[src/rtl/ssd_pkg.sv]
// Shared constants for seven-segment display paths (scan driver, counter display).
// Latency: n/a (constants and a constant function only).
// Backpressure: n/a.
//
// Contents:
//   SEG_0..SEG_9, SEG_ERR, SEG_BLANK : active-low segment patterns {g,f,e,d,c,b,a}
//   clog2                            : counter width helper, never returns less than 1
package ssd_pkg;

   localparam logic [6:0] SEG_0     = 7'b1000000;
   localparam logic [6:0] SEG_1     = 7'b1111001;
   localparam logic [6:0] SEG_2     = 7'b0100100;
   localparam logic [6:0] SEG_3     = 7'b0110000;
   localparam logic [6:0] SEG_4     = 7'b0011001;
   localparam logic [6:0] SEG_5     = 7'b0010010;
   localparam logic [6:0] SEG_6     = 7'b0000010;
   localparam logic [6:0] SEG_7     = 7'b1111000;
   localparam logic [6:0] SEG_8     = 7'b0000000;
   localparam logic [6:0] SEG_9     = 7'b0010000;
   localparam logic [6:0] SEG_ERR   = 7'b0000110;
   localparam logic [6:0] SEG_BLANK = 7'b1111111;

   // Bits needed to hold 0..value-1; a 1-bit minimum keeps degenerate counters legal.
   function automatic int clog2(input int value);
      int w;
      w = 0;
      for (int k = 0; k < 31; k++) begin
         if ((1 << k) < value) begin
            w = k + 1;
         end
      end
      return (w < 1) ? 1 : w;
   endfunction

endpackage

[src/rtl/ssd_scan_driver_if.sv]
// Bundle between the digit source and the seven-segment scan driver.
// Latency: n/a (wires only).
// Backpressure: none; the driver samples the digit inputs once per scan frame.
//
// Signals:
//   DIGITS_BCD  BCD digits, [3:0] is digit 0      DP_IN  decimal point per digit, 1 = lit
//   BLANK_LZ    1 = suppress leading zeros         SEG    segments {g,f,e,d,c,b,a}, active-low
//   DP          decimal point, active-low          AN     anode enables, active-low
//   FRAME_TICK  one-cycle pulse per completed scan frame
// master = digit source / display side, slave = scan driver.
interface ssd_scan_driver_if #(
   parameter int NUM_DIGITS = 4
);
   logic [4*NUM_DIGITS-1:0] DIGITS_BCD;
   logic [NUM_DIGITS-1:0]   DP_IN;
   logic                    BLANK_LZ;
   logic [6:0]              SEG;
   logic                    DP;
   logic [NUM_DIGITS-1:0]   AN;
   logic                    FRAME_TICK;

   modport master (
      output DIGITS_BCD, DP_IN, BLANK_LZ,
      input  SEG, DP, AN, FRAME_TICK
   );

   modport slave (
      input  DIGITS_BCD, DP_IN, BLANK_LZ,
      output SEG, DP, AN, FRAME_TICK
   );
endinterface

[src/rtl/ssd_bcd_decode.sv]
// BCD to active-low seven-segment decode; codes 10..15 show the "E" glyph.
// Latency: combinational.
// Backpressure: none.
//
// Ports:
//   bcd  in  4  digit code
//   seg  out 7  segments {g,f,e,d,c,b,a}, active-low
module ssd_bcd_decode
   import ssd_pkg::*;
(
   input  logic [3:0] bcd,
   output logic [6:0] seg
);

   always_comb begin
      seg = SEG_ERR;
      case (bcd)
         4'd0:    seg = SEG_0;
         4'd1:    seg = SEG_1;
         4'd2:    seg = SEG_2;
         4'd3:    seg = SEG_3;
         4'd4:    seg = SEG_4;
         4'd5:    seg = SEG_5;
         4'd6:    seg = SEG_6;
         4'd7:    seg = SEG_7;
         4'd8:    seg = SEG_8;
         4'd9:    seg = SEG_9;
         default: seg = SEG_ERR;
      endcase
   end

endmodule

[src/rtl/ssd_scan_driver.sv]
// Multiplexed common-anode seven-segment scan driver with per-slot blanking and leading-zero blanking.
// Latency: outputs registered, one cycle behind the slot counters; inputs take effect at the next frame start.
// Backpressure: none; inputs are sampled once per frame and changes between frame starts are ignored.
//
// Ports:
//   CLOCK  in  system clock, rising edge        RESET  in  synchronous reset, active-low
//   bus    slave modport of ssd_scan_driver_if (DIGITS_BCD, DP_IN, BLANK_LZ in; SEG, DP, AN, FRAME_TICK out)
module ssd_scan_driver
   import ssd_pkg::*;
#(
   parameter int NUM_DIGITS   = 4,
   parameter int REFRESH_DIV  = 50000,
   parameter int BLANK_CYCLES = 500
)(
   input  logic              CLOCK,
   input  logic              RESET,
   ssd_scan_driver_if.slave  bus
);

   localparam int PW = clog2(REFRESH_DIV);
   localparam int IW = clog2(NUM_DIGITS);

   localparam logic [PW-1:0] P_LAST  = PW'(REFRESH_DIV - 1);
   localparam logic [PW-1:0] P_BLANK = PW'(BLANK_CYCLES);
   localparam logic [IW-1:0] I_LAST  = IW'(NUM_DIGITS - 1);

   logic [PW-1:0]           presc;
   logic [IW-1:0]           dig_idx;
   logic [4*NUM_DIGITS-1:0] shadow_bcd;
   logic [NUM_DIGITS-1:0]   shadow_dp;
   logic                    shadow_lz;
   logic                    frame_end_q;

   logic                    slot_end;
   logic                    frame_start;
   logic [3:0]              cur_bcd;
   logic [6:0]              dec_seg;
   logic [NUM_DIGITS-1:0]   an_sel;
   logic [NUM_DIGITS-1:0]   lz_sup;

   assign slot_end    = (presc == P_LAST);
   assign frame_start = (presc == '0) && (dig_idx == '0);
   assign cur_bcd     = shadow_bcd[{dig_idx, 2'b00} +: 4];

   ssd_bcd_decode u_dec (
      .bcd (cur_bcd),
      .seg (dec_seg)
   );

   // Exactly one anode low for the digit currently being scanned.
   always_comb begin
      an_sel          = '1;
      an_sel[dig_idx] = 1'b0;
   end

   // Digit k is a leading zero when it and every more significant digit are zero.
   // Digit 0 is left out so a value of zero still shows a single "0".
   always_comb begin
      logic upper_zero;
      upper_zero = 1'b1;
      lz_sup     = '0;
      for (int k = NUM_DIGITS - 1; k >= 1; k--) begin
         upper_zero = upper_zero & (shadow_bcd[4*k +: 4] == 4'd0);
         lz_sup[k]  = upper_zero;
      end
   end

   always_ff @(posedge CLOCK) begin
      if (!RESET) begin
         presc          <= '0;
         dig_idx        <= '0;
         shadow_bcd     <= '0;
         shadow_dp      <= '0;
         shadow_lz      <= 1'b0;
         frame_end_q    <= 1'b0;
         bus.SEG        <= SEG_BLANK;
         bus.DP         <= 1'b1;
         bus.AN         <= '1;
         bus.FRAME_TICK <= 1'b0;
      end else begin
         presc <= slot_end ? '0 : presc + 1'b1;
         if (slot_end) begin
            dig_idx <= (dig_idx == I_LAST) ? '0 : dig_idx + 1'b1;
         end

         // Snapshot once per frame so a single frame never mixes two input values.
         if (frame_start) begin
            shadow_bcd <= bus.DIGITS_BCD;
            shadow_dp  <= bus.DP_IN;
            shadow_lz  <= bus.BLANK_LZ;
         end

         // Last cycle of the last slot is flagged here; the tick goes out on the
         // following cycle (the new frame's first cycle), then registered once more.
         frame_end_q    <= slot_end && (dig_idx == I_LAST);
         bus.FRAME_TICK <= frame_end_q;

         if (presc < P_BLANK) begin
            // Anodes off at the start of every slot so the old digit cannot ghost.
            bus.AN  <= '1;
            bus.SEG <= SEG_BLANK;
            bus.DP  <= 1'b1;
         end else begin
            bus.AN  <= an_sel;
            bus.SEG <= (shadow_lz && lz_sup[dig_idx]) ? SEG_BLANK : dec_seg;
            bus.DP  <= ~shadow_dp[dig_idx];
         end
      end
   end

endmodule

[src/flat_wrapper.sv]
// flat-port wrapper written by rule: the top's interface ports become plain ports
module ssd_scan_driver_flat import ssd_pkg::*;
#(
   parameter int NUM_DIGITS   = 4,
   parameter int REFRESH_DIV  = 50000,
   parameter int BLANK_CYCLES = 500
)
  (CLOCK, RESET, bus_DIGITS_BCD, bus_DP_IN, bus_BLANK_LZ, bus_SEG, bus_DP, bus_AN, bus_FRAME_TICK);
  ssd_scan_driver_if #(.NUM_DIGITS(NUM_DIGITS)) bus_i ();
  input  logic CLOCK;
  input  logic RESET;
  input wire logic [$bits(bus_i.DIGITS_BCD)-1:0] bus_DIGITS_BCD;
  input wire logic [$bits(bus_i.DP_IN)-1:0] bus_DP_IN;
  input wire logic [$bits(bus_i.BLANK_LZ)-1:0] bus_BLANK_LZ;
  output wire logic [$bits(bus_i.SEG)-1:0] bus_SEG;
  output wire logic [$bits(bus_i.DP)-1:0] bus_DP;
  output wire logic [$bits(bus_i.AN)-1:0] bus_AN;
  output wire logic [$bits(bus_i.FRAME_TICK)-1:0] bus_FRAME_TICK;
  assign bus_i.DIGITS_BCD = bus_DIGITS_BCD;
  assign bus_i.DP_IN = bus_DP_IN;
  assign bus_i.BLANK_LZ = bus_BLANK_LZ;
  assign bus_SEG = bus_i.SEG;
  assign bus_DP = bus_i.DP;
  assign bus_AN = bus_i.AN;
  assign bus_FRAME_TICK = bus_i.FRAME_TICK;
  ssd_scan_driver #(.NUM_DIGITS(NUM_DIGITS), .REFRESH_DIV(REFRESH_DIV), .BLANK_CYCLES(BLANK_CYCLES)) u_core (.CLOCK(CLOCK), .RESET(RESET), .bus(bus_i));
endmodule
[config.mk]
export PLATFORM = sky130hd
export DESIGN_NAME = ssd_scan_driver_flat
export DESIGN_NICKNAME = d
export VERILOG_FILES = /design/src/rtl/ssd_pkg.sv /design/src/rtl/ssd_scan_driver_if.sv /design/src/rtl/ssd_bcd_decode.sv /design/src/rtl/ssd_scan_driver.sv /design/src/flat_wrapper.sv
export SDC_FILE = /design/constraint.sdc
export NUM_CORES = 1
export LEC_CHECK = 0
export CAP_MARGIN = 0
export CORE_UTILIZATION = 58
export DETAILED_ROUTE_END_ITERATION = 7
export PLACE_DENSITY = 0.94
export SLEW_MARGIN = 10
export SYNTH_ARGS = -nofsm -noshare
export SYNTH_HDL_FRONTEND = slang
export SYNTH_SLANG_ARGS = --single-unit
export TNS_END_PERCENT = 20
[constraint.sdc]
create_clock -name CLOCK -period 4.25 [get_ports CLOCK]
set_input_delay 0.85 -clock CLOCK [delete_from_list [all_inputs] [get_ports CLOCK]]
set_output_delay 0.85 -clock CLOCK [all_outputs]
set_load 0.05 [all_outputs]
==> metrics.txt, run 1 <==
layout net count 333; worst slew pin tran 0.956 ns; largest cells by area after synthesis dfxtp_1, a21boi_0, nand3_1; hold-fix buffers at CTS 0; worst hold margin 0.436 ns; ANT cells 0; global-route wire length before repair 8.53 mm; CTS Buf Count 5; Routed WL 5.16 mm; worst path cell trace or4_4 > or4_1 > o21ai_1 > nor2_1; mean routed wirelength per cell 14.8 um; CTS tree done; full die area 4550 um2; syn_nets 310; final setup TNS 0 ns; Cell variety after synth 35; Synth async-reset ratio 0; initial core utilization 0.613; DIE WIDTH 67.5 um; clock skew 0.0134 ns; number of synthesized register bits 53; Worst IR Drop VDD 194 uV; Syn Area/Cell 9.01 um2; max-cap viol count 0; RSZ-0062 raised after global routing false; Slew HR 0.359; Post-synth EDFFs 0; pwr dens 334 nW/um2; clock root buffer clkbuf_8; Max Fanout on Critical Path 27; final period demand of the worst path 2.82 ns; Hold Violations, Final 0; Port Buffers 35; Core Area 4060 um2; max incr delay on CP 0.89 ns; # setup viols final 0; worst hold path class reg2reg; initial DRC count 123; mean number of vias per cell 6.06; Leakage 1.08 nW; vias in the first global route 1,886; post-CTS setup buffers 0; GPL Wtd Cong 0.825; Critical Path Start Type flop; Sink Count 53; critical path required time 4.41 ns; worst path bufs/invs 0; layout cells sized above 1 0.0535; post-route antenna net violation count 0; Multi-input gate area 1300 um2; FF/Latch Area 1060 um2; cell family with most CP delay simple AND/OR/NAND/NOR gates; CP max stage cell o21ai_1; number of H-tree levels 2; fmax 354 MHz; Total GRT Usage 0.251; Worst-path clk slew 0.09 ns; CP Data Arrival Time 2.98 ns; first-pass iteration count of the detailed router 4; antenna violations before repair 0; Cell Rows 23; Synthesis Warnings 0; post-cts sizing count 0; Top FF cell, synth dfxtp_1; total number of vias 2,114; clock insertion delay at the later pin of the skew report 0.31 ns; Period Utilization, post-route 0.664; hpwl dp 3.64 mm; Worst Setup End Kind flop; Cell Area, Synth 2490 um2; Slew Limit Fails 0; area leader, netlist dfxtp_1; Ports 36; largest net degree at the start of global routing 30; DR DRC count 0; synth cell count leaders dfxtp_1, nand3_1, o21ai_0; die height 67.5 um; Area growth syn-to-layout 18.1%; fillers 326; post-synthesis sequential area ratio 0.427; Worst Setup Path Type reg2reg; GRT overflow 0; Clock Path Buffers 2; status completed; Gate Count Post-Synth 276; share of the synthesized area in the top cell type 0.427; most frequent cell after synthesis dfxtp_1
[through the flow]
step,setup slack (ns),area (um2),cells,power [mW],utilization
5_1_grt,1.19,2940,349,1.02,0.724
3_5_place_dp,1.42,2830,342,0.657,0.698
2_1_floorplan,2.20,2490,276,0.616,-
6_report,1.43,2940,349,0.981,0.724
3_3_place_gp,1.49,2830,342,0.650,0.698
4_1_cts,1.40,2940,349,0.982,0.724
[cell usage in the layout (no fill, tap or decap), drive strengths merged]
master and count:
a211o 2, a21boi 22, a21oi 6, a32o 1
and2 4, and3 2, and4 5, buf 1
bufinv 1, clkbuf 5, clkdlybuf4s50 35, clkinv 1
dfxtp 53, ha 11, inv 14, mux2i 2
mux4 5, nand2 10, nand3 29, nand3b 1
nand4 7, nor2 17, nor3 4, nor4 2
nor4bb 1, o211ai 5, o21a 3, o21ai 29
o311ai 1, or3 4, or4 4, or4b 1
xnor2 2, xor2 9
[cell type report]
cell class                      count  area share
Sequential cell                    53       0.361
Tap cell                           50      0.0213
Multi-Input combinational cell    189       0.443
Clock inverter                      2      0.0119
Timing Repair Buffer               36       0.122
Inverter                           14      0.0179
Clock buffer                        5      0.0234
[path summary, 6_finish.rpt]
check / cells after the start / slack (ns) / endpoint / from
max: 4 / 1.43 / u_core.presc[3] / u_core.presc[12]
min: 1 / 0.44 / u_core.bus.FRAME_TICK / u_core.frame_end_q
max reg2reg: 4 / 1.43 / u_core.presc[3] / u_core.presc[12]
min reg2reg: 1 / 0.44 / u_core.bus.FRAME_TICK / u_core.frame_end_q
[state kept, by name, summed over array words and instances (netlist names)]
name / flops
u_core.dig_idx: 2
u_core.shadow_dp: 4
u_core.bus.DP: 1
u_core.presc: 16
u_core.bus.FRAME_TICK: 1
u_core.shadow_bcd: 16
u_core.bus.AN: 4
u_core.bus.SEG: 7
u_core.frame_end_q: 1
u_core.shadow_lz: 1
[kinds of logic after synthesis]
family,count (synthesis),synth area share
adders and majority gates,11,0.0553
and+or+nand+nor,91,0.197
muxes,7,0.0533
buffers and inverters,34,0.0533
DFF,53,0.427
AOI/OAI and AO/OA,69,0.176
xor gates and xnor gates,11,0.0387
[layer usage]
layer / vias to the layer above / routed length, um / part of all wire / track usage
met4: 0 / 114 / 0.022 / 0.117
met1: 1014 / 2320 / 0.45 / 0.321
met3: 15 / 207 / 0.040 / 0.0541
met5: - / 0 / 0 / 0
met2: 60 / 2520 / 0.49 / 0.401
li1: 1025 / - / - / -
[power breakdown]
part           switching (mW)  internal (mW)
Combinational          0.0590         0.0546
Sequential             0.0170          0.517
Clock                   0.162          0.171
No activity file was read; power rests on OpenSTA's default activity.
==> run 2: changes to the inputs <==
--- a/config.mk
+++ b/config.mk
@@ -6,9 +6,9 @@
 export NUM_CORES = 1
 export LEC_CHECK = 0
 export CAP_MARGIN = 0
-export CORE_UTILIZATION = 58
+export CORE_UTILIZATION = 48
 export DETAILED_ROUTE_END_ITERATION = 7
-export PLACE_DENSITY = 0.94
+export PLACE_DENSITY = 0.85
 export SLEW_MARGIN = 10
 export SYNTH_ARGS = -nofsm -noshare
 export SYNTH_HDL_FRONTEND = slang
==> constraint.sdc (replaced) <==
create_clock -name CLOCK -period 2.3 [get_ports CLOCK]
set_input_delay 0.46 -clock CLOCK [delete_from_list [all_inputs] [get_ports CLOCK]]
set_output_delay 0.46 -clock CLOCK [all_outputs]
set_load 0.05 [all_outputs]
==> run 2 against run 1 <==
  * Fmax rose by 35%
  * First-iteration DRC count fell by 15%
  * Cell count rose by 6.9%
  * Clock power rose by 53%
  * Largest cell class unchanged
  * Highest routed layer unchanged
==> metrics.txt, run 2 (synthesis gave the netlist of run 1 again) <==
Port Buffers 35 (unchanged); Clock Path Buffers 2 (unchanged); global-route wire length before repair 8.34 mm (-2.2%); Worst Setup Path Type reg2reg; antenna violations before repair 0 (unchanged); Total GRT Usage 0.201 (-0.0499); max-cap viol count 0 (unchanged); Max Fanout on Critical Path 15 (-44%); crit path launch u_core.dig_idx[0]; Sink Count 53 (unchanged); # setup viols final 0 (unchanged); worst hold path class reg2reg; ANT cells 0 (unchanged); Hold Violations, Final 0 (unchanged); leading cell type in the layout, fill and taps excluded dfxtp_1; Ports 36 (unchanged); Critical Path Start Type flop; layout cells sized above 1 0.0719 (+0.0184); Cell Rows 25 (+8.7%); RSZ-0062 raised after global routing false; first-pass iteration count of the detailed router 4 (unchanged); clock skew 0.00704 ns (-0.00640 ns); Leakage 1.10 nW (+1.9%); worst slew pin tran 0.562 ns (-0.394 ns); pwr dens 574 nW/um2 (+72%); initial core utilization 0.513 (-0.100); full die area 5470 um2 (+20%); Slew Limit Fails 0 (unchanged); hpwl dp 3.70 mm (+1.7%); top flop regs u_core.presc x16, u_core.shadow_bcd x16, u_core.bus.SEG x7; post-route antenna net violation count 0 (unchanged); final setup TNS 0 ns (unchanged); most frequent cells in the layout dfxtp_1, clkdlybuf4s50_1, nand3_1; clock insertion delay at the later pin of the skew report 0.32 ns (about the same); Worst Setup End Kind flop; vias in the first global route 1,839 (-2.5%); initial DRC count 104 (-15%); Core Area 4850 um2 (+19%); critical path required time 2.55 ns (-1.86 ns); Worst IR Drop VDD 255 uV (+32%); worst min-delay path startpoint u_core.frame_end_q; Area growth syn-to-layout 19.9%; Slew HR 0.624 (+0.265); die height 74.0 um (+9.6%); fmax 478 MHz (+35%); worst path cell trace mux4_2 > inv_1 > ha_1 > inv_1 > mux2i_1 > o211ai_1; CTS Buf Count 5 (unchanged); DIE WIDTH 74.0 um (+9.6%); post-layout util 0.615 (-0.109); mean number of vias per cell 5.51 (-9.1%); Worst-path clk slew 0.09 ns (about the same); clock root buffer clkbuf_8; status completed; hold-fix buffers at CTS 0 (unchanged); number of H-tree levels 2 (unchanged); post-CTS setup buffers 0 (unchanged); layout net count 339 (+1.8%); post-cts sizing count 0 (unchanged); CP max stage cell dfxtp_1; GRT overflow 0 (unchanged); RR Startpoint u_core.dig_idx[0]; final period demand of the worst path 2.09 ns (-0.730 ns); Routed WL 5.00 mm (-3.3%); Period Utilization, post-route 0.909 (+0.245); CP dominant cell by count inv_1; mean routed wirelength per cell 13.4 um (-9.5%); max incr delay on CP 0.68 ns (-0.21 ns); largest net degree at the start of global routing 26 (-13%); CTS tree done; DR DRC count 0 (unchanged); GPL Wtd Cong 0.839 (+1.6%); total number of vias 2,054 (-2.8%); CP Data Arrival Time 2.34 ns (-0.64 ns)
[run 2: area by class of cell]
type | count | area (um2)
clock buffer | 6 | 72.6
clock inverter | 2 | 10.0
fill | 434 | 1870
inverter | 14 | 52.6
multi-input combinational | 189 | 1300
sequential | 53 | 1060
tap | 67 | 83.8
timing repair buffer | 42 | 403
[run 2: final timing paths]
check / endpoint / slack [ns] / cells after the start
min: u_core.bus.FRAME_TICK / 0.44 / 1
min reg2reg: u_core.bus.FRAME_TICK / 0.44 / 1
max reg2reg: u_core.bus.SEG[3] / 0.21 / 6
max: u_core.bus.SEG[3] / 0.21 / 6
[run 2: critical path, delay by kind of cell (launching register included)]
family	cells	cell delay [ns]
DFF	1	0.68
buffers and inverters	2	0.21
adders and majority gates	1	0.26
AOI/OAI and AO/OA	1	0.15
muxes	2	0.72
[run 2: per-layer routing]
layer / global-route usage / routed length [um] / vias to the layer above
li1: - / - / 1047
met1: 0.272 / 2430 / 952
met2: 0.311 / 2240 / 47
met3: 0.0501 / 246 / 8
met4: 0.0769 / 76 / 0
met5: 0 / 0 / -
[run 2: power breakdown]
group	internal [mW]	total, mW	switching [mW]	leakage (nW)
Clock	0.211	0.508	0.297	0.0450
Sequential	0.955	0.986	0.0307	0.432
Combinational	0.111	0.219	0.108	0.622
Total	1.28	1.71	0.435	1.10
[run 2: metrics by stage]
step / cells / hold WS (ns) / area (um2) / worst slack, ns / power, mW
6_report: 373 / 0.442 / 2980 / 0.209 / 1.71
5_1_grt: 373 / 0.475 / 2980 / 0.0728 / 1.79
4_1_cts: 373 / 0.445 / 2980 / 0.209 / 1.72
3_5_place_dp: 365 / 0.424 / 2900 / 0.229 / 1.22
3_3_place_gp: 365 / 0.424 / 2900 / 0.292 / 1.22
2_1_floorplan: 276 / 0.412 / 2490 / 0.245 / 1.14
